===== config.mk =====
export PLATFORM = sky130hd
export DESIGN_NAME = x86_decode_front
export DESIGN_NICKNAME = d
export VERILOG_FILES = /design/src/rtl/x86_decode_front.sv
export SDC_FILE = /design/constraint.sdc
export NUM_CORES = 1
export LEC_CHECK = 0
export BUFFER_PORTS_ARGS = -buffer_cell sky130_fd_sc_hd__buf_2
export CORE_MARGIN = 2
export CORE_UTILIZATION = 45
export DETAILED_ROUTE_END_ITERATION = 12
export PLACE_DENSITY = 0.71
export SYNTH_ARGS = -nofsm -noshare
export SYNTH_HDL_FRONTEND = slang
export SYNTH_SLANG_ARGS = --single-unit

===== constraint.sdc =====
create_clock -name clock -period 2.7 [get_ports clock]
set_input_delay 0.81 -clock clock [delete_from_list [all_inputs] [get_ports clock]]
set_output_delay 0.81 -clock clock [all_outputs]
set_load 0.01 [all_outputs]

===== src/rtl/x86_decode_front.sv =====
// x86 instruction front-end: parses prefixes, opcode, ModRM, SIB and displacement
// from a byte stream and presents one decoded header per instruction.
module x86_decode_front #(
  parameter int unsigned MAX_LEN  = 15,
  parameter int unsigned MODRM_0F = 1
) (
  input  logic        clock,
  input  logic        reset,
  input  logic        flush,
  input  logic        cs_d,
  input  logic [7:0]  in_data,
  input  logic        in_valid,
  output logic        in_ready,
  output logic        out_valid,
  input  logic        out_ready,
  output logic [8:0]  out_opcode,
  output logic        out_opsize,
  output logic        out_adsize,
  output logic        out_lock,
  output logic [1:0]  out_rep,
  output logic        out_segment_of,
  output logic [2:0]  out_segment_id,
  output logic        out_has_modrm,
  output logic        out_has_sib,
  output logic [7:0]  out_modrm,
  output logic [7:0]  out_sib,
  output logic [31:0] out_disp,
  output logic [3:0]  out_length,
  output logic        out_error
);

  typedef enum logic [2:0] {PREFIX, OP2, MODRM, SIB, DISP, DONE} state_t;

  localparam logic [3:0] MAXL = 4'(MAX_LEN);

  state_t     state, nstate;
  logic [3:0] cnt;
  logic [2:0] dsz, ndsz;
  logic [1:0] didx;
  logic       opflag, adflag, opflag_n, adflag_n;
  logic       ad32, acc;
  logic [1:0] mod;

  function automatic logic modrm_1b(input logic [7:0] op);
    logic r;
    r = (op[7:6] == 2'b00) && !op[2];
    case (op) inside
      8'h62, 8'h63, 8'h69, 8'h6B, [8'h80:8'h8F], 8'hC0, 8'hC1, [8'hC4:8'hC7],
      [8'hD0:8'hD3], [8'hD8:8'hDF], 8'hF6, 8'hF7, 8'hFE, 8'hFF: r = 1'b1;
      default: ;
    endcase
    return r;
  endfunction

  function automatic logic modrm_2b(input logic [7:0] op);
    logic r;
    r = (MODRM_0F != 0);
    case (op) inside
      8'h06, 8'h08, 8'h09, 8'h0B, [8'h30:8'h37], [8'h80:8'h8F],
      8'hA0, 8'hA1, 8'hA2, 8'hA8, 8'hA9, [8'hC8:8'hCF]: r = 1'b0;
      default: ;
    endcase
    return r;
  endfunction

  assign in_ready = !reset && (state != DONE);
  assign acc      = in_valid && in_ready;
  assign ad32     = cs_d ^ adflag;
  assign mod      = out_modrm[7:6];

  always_comb begin
    nstate   = state;
    ndsz     = dsz;
    opflag_n = opflag | ((state == PREFIX) && (in_data == 8'h66));
    adflag_n = adflag | ((state == PREFIX) && (in_data == 8'h67));
    case (state)
      PREFIX: begin
        case (in_data) inside
          8'h26, 8'h2E, 8'h36, 8'h3E, 8'h64, 8'h65, 8'h66, 8'h67,
          8'hF0, 8'hF2, 8'hF3: nstate = PREFIX;
          8'h0F:               nstate = OP2;
          default:             nstate = modrm_1b(in_data) ? MODRM : DONE;
        endcase
      end
      OP2: nstate = modrm_2b(in_data) ? MODRM : DONE;
      MODRM: begin
        nstate = DISP;
        if (in_data[7:6] == 2'b11) nstate = DONE;
        else if (ad32) begin
          if (in_data[2:0] == 3'b100)                              nstate = SIB;
          else if (in_data[7:6] == 2'b00 && in_data[2:0] == 3'b101) ndsz = 3'd4;
          else if (in_data[7:6] == 2'b01)                          ndsz = 3'd1;
          else if (in_data[7:6] == 2'b10)                          ndsz = 3'd4;
          else                                                     nstate = DONE;
        end else begin
          if (in_data[7:6] == 2'b00 && in_data[2:0] == 3'b110) ndsz = 3'd2;
          else if (in_data[7:6] == 2'b01)                      ndsz = 3'd1;
          else if (in_data[7:6] == 2'b10)                      ndsz = 3'd2;
          else                                                 nstate = DONE;
        end
      end
      SIB: begin
        nstate = DISP;
        if (in_data[2:0] == 3'b101 && mod == 2'b00) ndsz = 3'd4;
        else if (mod == 2'b01)                      ndsz = 3'd1;
        else if (mod == 2'b10)                      ndsz = 3'd4;
        else                                        nstate = DONE;
      end
      DISP:    nstate = ({1'b0, didx} == dsz - 3'd1) ? DONE : DISP;
      default: nstate = DONE;
    endcase
  end

  always_ff @(posedge clock) begin
    if (reset || flush || (state == DONE && out_ready)) begin
      state          <= PREFIX;
      cnt            <= '0;
      dsz            <= '0;
      didx           <= '0;
      opflag         <= 1'b0;
      adflag         <= 1'b0;
      out_valid      <= 1'b0;
      out_opcode     <= '0;
      out_opsize     <= 1'b0;
      out_adsize     <= 1'b0;
      out_lock       <= 1'b0;
      out_rep        <= '0;
      out_segment_of <= 1'b0;
      out_segment_id <= '0;
      out_has_modrm  <= 1'b0;
      out_has_sib    <= 1'b0;
      out_modrm      <= '0;
      out_sib        <= '0;
      out_disp       <= '0;
      out_length     <= '0;
      out_error      <= 1'b0;
    end else if (acc) begin
      cnt        <= cnt + 4'd1;
      out_length <= cnt + 4'd1;
      opflag     <= opflag_n;
      adflag     <= adflag_n;
      out_opsize <= cs_d ^ opflag_n;
      out_adsize <= cs_d ^ adflag_n;
      dsz        <= ndsz;
      case (state)
        PREFIX: begin
          case (in_data) inside
            8'h26, 8'h2E, 8'h36, 8'h3E: begin
              out_segment_of <= 1'b1;
              out_segment_id <= {1'b0, in_data[4:3]};
            end
            8'h64, 8'h65: begin
              out_segment_of <= 1'b1;
              out_segment_id <= {2'b10, in_data[0]};
            end
            8'hF0:                      out_lock <= 1'b1;
            8'hF2, 8'hF3:               out_rep  <= {1'b1, in_data[0]};
            8'h66, 8'h67, 8'h0F: ;
            default:                    out_opcode <= {1'b0, in_data};
          endcase
        end
        OP2: out_opcode <= {1'b1, in_data};
        MODRM: begin
          out_has_modrm <= 1'b1;
          out_modrm     <= in_data;
        end
        SIB: begin
          out_has_sib <= 1'b1;
          out_sib     <= in_data;
        end
        DISP: begin
          didx <= didx + 2'd1;
          // disp8/disp16 sign-extend as their last byte lands; disp32 fills in place
          case (dsz)
            3'd1: out_disp <= {{24{in_data[7]}}, in_data};
            3'd2: begin
              if (didx == 2'd0) out_disp[7:0]  <= in_data;
              else              out_disp[31:8] <= {{16{in_data[7]}}, in_data};
            end
            default: out_disp[{didx, 3'b000} +: 8] <= in_data;
          endcase
        end
        default: ;
      endcase
      if (nstate == DONE) begin
        state     <= DONE;
        out_valid <= 1'b1;
      end else if (cnt + 4'd1 == MAXL) begin
        state     <= DONE;
        out_valid <= 1'b1;
        out_error <= 1'b1;
      end else begin
        state <= nstate;
      end
    end
  end

endmodule


==> impl_results.html <==
<table>
<tr><th>Metric</th><th>Value</th></tr>
<tr><th colspan="2">Outcome</th></tr>
<tr><td>Run status</td><td>finished, final reports clean</td></tr>
<tr><th colspan="2">Clock tree</th></tr>
<tr><td>Num CTS Buffers</td><td>9</td></tr>
<tr><td>Max Buffers Root-to-Sink</td><td>2</td></tr>
<tr><td>CTS Hold Buffers Added</td><td>0</td></tr>
<tr><td>Number of resized instances in the post-cts repair step</td><td>0</td></tr>
<tr><td>H-tree Lvls</td><td>3</td></tr>
<tr><td>Clock root cell</td><td>sky130_fd_sc_hd__clkbuf_8</td></tr>
<tr><td>Postcts setup bufs</td><td>0</td></tr>
<tr><td>Later-pin clock latency in the skew report</td><td>around 0.37 ns</td></tr>
<tr><td>Register clock-pin slew on the reported worst setup and hold paths</td><td>about 0.090 ns</td></tr>
<tr><td>CTS tree</td><td>built</td></tr>
<tr><td>Clock tree sinks</td><td>84</td></tr>
<tr><th colspan="2">Yosys</th></tr>
<tr><td>Async SR Flop Fraction</td><td>0%</td></tr>
<tr><td>Yosys warning count</td><td>0</td></tr>
<tr><td>Netlist Area Pre-Place</td><td>4390 um^2</td></tr>
<tr><td>Mean instance size in the synthesized netlist</td><td>8.39 um^2</td></tr>
<tr><td>Portion of the post-synthesis area used by sequential elements</td><td>38.3%</td></tr>
<tr><td>Number of distinct library cells after synthesis</td><td>64</td></tr>
<tr><td>Post-synthesis cell count</td><td>roughly 520</td></tr>
<tr><td>Number of enable-type register cells in the synthesized netlist</td><td>0</td></tr>
<tr><td>Number of storage elements in the synthesis netlist</td><td>84</td></tr>
<tr><td>Mapped Nets</td><td>between 500 and 600</td></tr>
<tr><td>Most used flip-flop cell after synthesis</td><td>sky130_fd_sc_hd__dfxtp_1</td></tr>
<tr><th colspan="2">STA</th></tr>
<tr><td>Slew Limit Headroom</td><td>approximately 60%</td></tr>
<tr><td>Pins Over Slew Limit</td><td>0</td></tr>
<tr><td>Final setup violation count</td><td>0</td></tr>
<tr><td>Minimum period implied by the final worst setup slack</td><td>2.37 ns</td></tr>
<tr><td>Period utilization</td><td>approximately 88%</td></tr>
<tr><td>Hold slack</td><td>~0.45 ns</td></tr>
<tr><td>Setup repair after global routing missed its margin</td><td>false</td></tr>
<tr><td>Worst Skew</td><td>0.00915 ns</td></tr>
<tr><td>Slew @ Worst Pin</td><td>around 0.6 ns</td></tr>
<tr><td>Upper clock frequency limit</td><td>~420 MHz</td></tr>
<tr><td>Number of hold violations in the final report</td><td>0</td></tr>
<tr><th colspan="2">Layout</th></tr>
<tr><td>Ratio of cells with drive above 1 in the final layout</td><td>24.8%</td></tr>
<tr><td>Most frequent cells in the layout</td><td>sky130_fd_sc_hd__buf_2 (88), sky130_fd_sc_hd__dfxtp_1 (84), sky130_fd_sc_hd__nor2_1 (68)</td></tr>
<tr><td>Number of fill cells</td><td>901</td></tr>
<tr><td>Ant. Diodes</td><td>0</td></tr>
<tr><td>Most common cell after layout, fill and taps aside</td><td>sky130_fd_sc_hd__buf_2</td></tr>
<tr><td>Area added between synthesis and finish</td><td>20.2%</td></tr>
<tr><td>Final-stage net count</td><td>648</td></tr>
<tr><th colspan="2">Route</th></tr>
<tr><td>Number of DRC violations after detailed-routing iteration 0</td><td>around 250</td></tr>
<tr><td>WL/cell</td><td>16.0 um</td></tr>
<tr><td>Antenna viol nets, final</td><td>0</td></tr>
<tr><td>Via-per-instance ratio</td><td>5.58</td></tr>
<tr><td>Total length of routed wires</td><td>12100 um</td></tr>
<tr><td>Residual DRC</td><td>0</td></tr>
<tr><td>DRT Pass-1 Iters</td><td>5</td></tr>
<tr><td>Vias</td><td>4201</td></tr>
<tr><th colspan="2">Die</th></tr>
<tr><td>Die width</td><td>103 um</td></tr>
<tr><td>Floorplan die height</td><td>roughly 100 um</td></tr>
<tr><td>Floorplan die area</td><td>10600 um^2</td></tr>
<tr><td>Starting utilization of the core area</td><td>45.7%</td></tr>
<tr><td>I/O pin total</td><td>approximately 90</td></tr>
<tr><td>Area of the core</td><td>about 9600 um^2</td></tr>
<tr><td>Standard-cell row count</td><td>36</td></tr>
<tr><th colspan="2">Placement</th></tr>
<tr><td>Half-perimeter wire length after placement</td><td>8740 um</td></tr>
<tr><td>Port Buffers</td><td>88</td></tr>
<tr><td>Last weighted congestion value of the routability-driven placer</td><td>roughly 0.95</td></tr>
<tr><th colspan="2">GRT</th></tr>
<tr><td>Wire length of the first global-routing pass</td><td>between 15000 and 20000 um</td></tr>
<tr><td>Via count of the first global-routing pass</td><td>approximately 3800</td></tr>
<tr><td>Largest net degree at the start of global routing</td><td>59</td></tr>
<tr><td>GRT Overall Usage</td><td>23.1%</td></tr>
<tr><td>Number of antenna violations at the first check in global routing</td><td>0</td></tr>
<tr><td>Global route overflow</td><td>0</td></tr>
<tr><th colspan="2">Critical path</th></tr>
<tr><td>Startpoint-to-endpoint class of the critical path</td><td>register to register</td></tr>
<tr><td>Arrival time of data at the critical path endpoint</td><td>2.65 ns</td></tr>
<tr><td>Crit start category</td><td>register</td></tr>
<tr><td>CP Capture Type</td><td>register</td></tr>
<tr><td>Required time at the endpoint of the critical path</td><td>2.98 ns</td></tr>
<tr><td>CP Max Fanout</td><td>7</td></tr>
<tr><th colspan="2">Power and ir drop</th></tr>
<tr><td>Post-route total power</td><td>2.45 mW</td></tr>
<tr><td>Maximum resistive drop on vdd</td><td>0.323 mV</td></tr>
<tr><td>Leakage power</td><td>between 2 and 2.5 nW</td></tr>
<tr><td>Power density over cell area</td><td>465 nW/um^2</td></tr>
<tr><th colspan="2">Flow run</th></tr>
<tr><td>Maximum capacitance violations</td><td>0</td></tr>
<tr><th colspan="2">Worst hold path</th></tr>
<tr><td>Class of the most critical hold timing path</td><td>register to register</td></tr>
</table>
per-layer routing:
metal  up-vias  track usage (%)  routed length [um]
li1       2035                -                   -
met1      2033             31.7                5680
met2       119             37.1                5670
met3        14             4.14                 534
met4         0             7.39                 183
met5         -                0                   0
path summary, 6_finish.rpt:
check              startpoint          end  slack, ns  depth (start not counted)
setup / recovery      didx[0]     register       0.33                          6
hold / removal    out_has_sib  out_has_sib       0.45                          2
setup reg to reg      didx[0]     register       0.33                          6
hold reg to reg   out_has_sib  out_has_sib       0.45                          2
where the power goes:
group,switching (mW),internal (mW)
Clock,0.487,0.460
Sequential,0.00955,1.24
Combinational,0.152,0.0989
Yosys cell counts (12+ instances only):
master,n,area [um^2]
sky130_fd_sc_hd__nand2_1,42,158
sky130_fd_sc_hd__nor3_1,13,65.1
sky130_fd_sc_hd__nand3_1,24,120
sky130_fd_sc_hd__inv_1,17,63.8
sky130_fd_sc_hd__dfxtp_1,84,1680
sky130_fd_sc_hd__a21oi_1,54,270
sky130_fd_sc_hd__clkbuf_1,27,101
sky130_fd_sc_hd__ha_1,19,238
sky130_fd_sc_hd__o21ai_0,12,60.1
sky130_fd_sc_hd__nand2b_1,12,75.1
sky130_fd_sc_hd__mux2i_1,17,170
sky130_fd_sc_hd__nor2_1,68,255
sky130_fd_sc_hd__a211oi_1,15,113
cell families (layout without fill, tap and decap cells):
group,after synthesis,count (layout),synth area share [%]
compound gates,135,135,21.5
fa+ha+maj,19,19,5.42
mux,17,17,3.88
simple gates,201,201,22.8
flops,84,84,38.3
xor+xnor,10,10,2.00
buf+inv,57,154,6.13
area by class of cell:
type | instances | area [um^2] | area share, %
multi-input combinational | 382 | 2440 | 46.3
sequential | 84 | 1680 | 31.9
timing repair buffer | 121 | 713 | 13.5
clock inverter | 6 | 68.8 | 1.31
inverter | 17 | 63.8 | 1.21
clock buffer | 10 | 138 | 2.61
tap | 133 | 166 | 3.16
stage by stage:
stage	instance area [um^2]	setup WS (ns)	instances	util [%]	setup TNS, ns
2_1_floorplan	4390	0.0526	523	-	0
6_report	5270	0.328	753	55.0	0
5_1_grt	5270	0.0756	753	55.0	0
3_3_place_gp	5070	0.0164	737	52.8	0
3_5_place_dp	5070	-0.00946	737	52.8	-0.00946
4_1_cts	5270	0.342	753	55.0	0
critical path: stages (launching register included):
cell	delay, ns
sky130_fd_sc_hd__dfxtp_1	0.48
sky130_fd_sc_hd__inv_1	0.19
sky130_fd_sc_hd__ha_1	0.40
sky130_fd_sc_hd__nor4b_1	0.37
sky130_fd_sc_hd__nor2b_1	0.46
sky130_fd_sc_hd__a21oi_1	0.14
sky130_fd_sc_hd__a211oi_1	0.24
(Power assumes the default switching activity.)
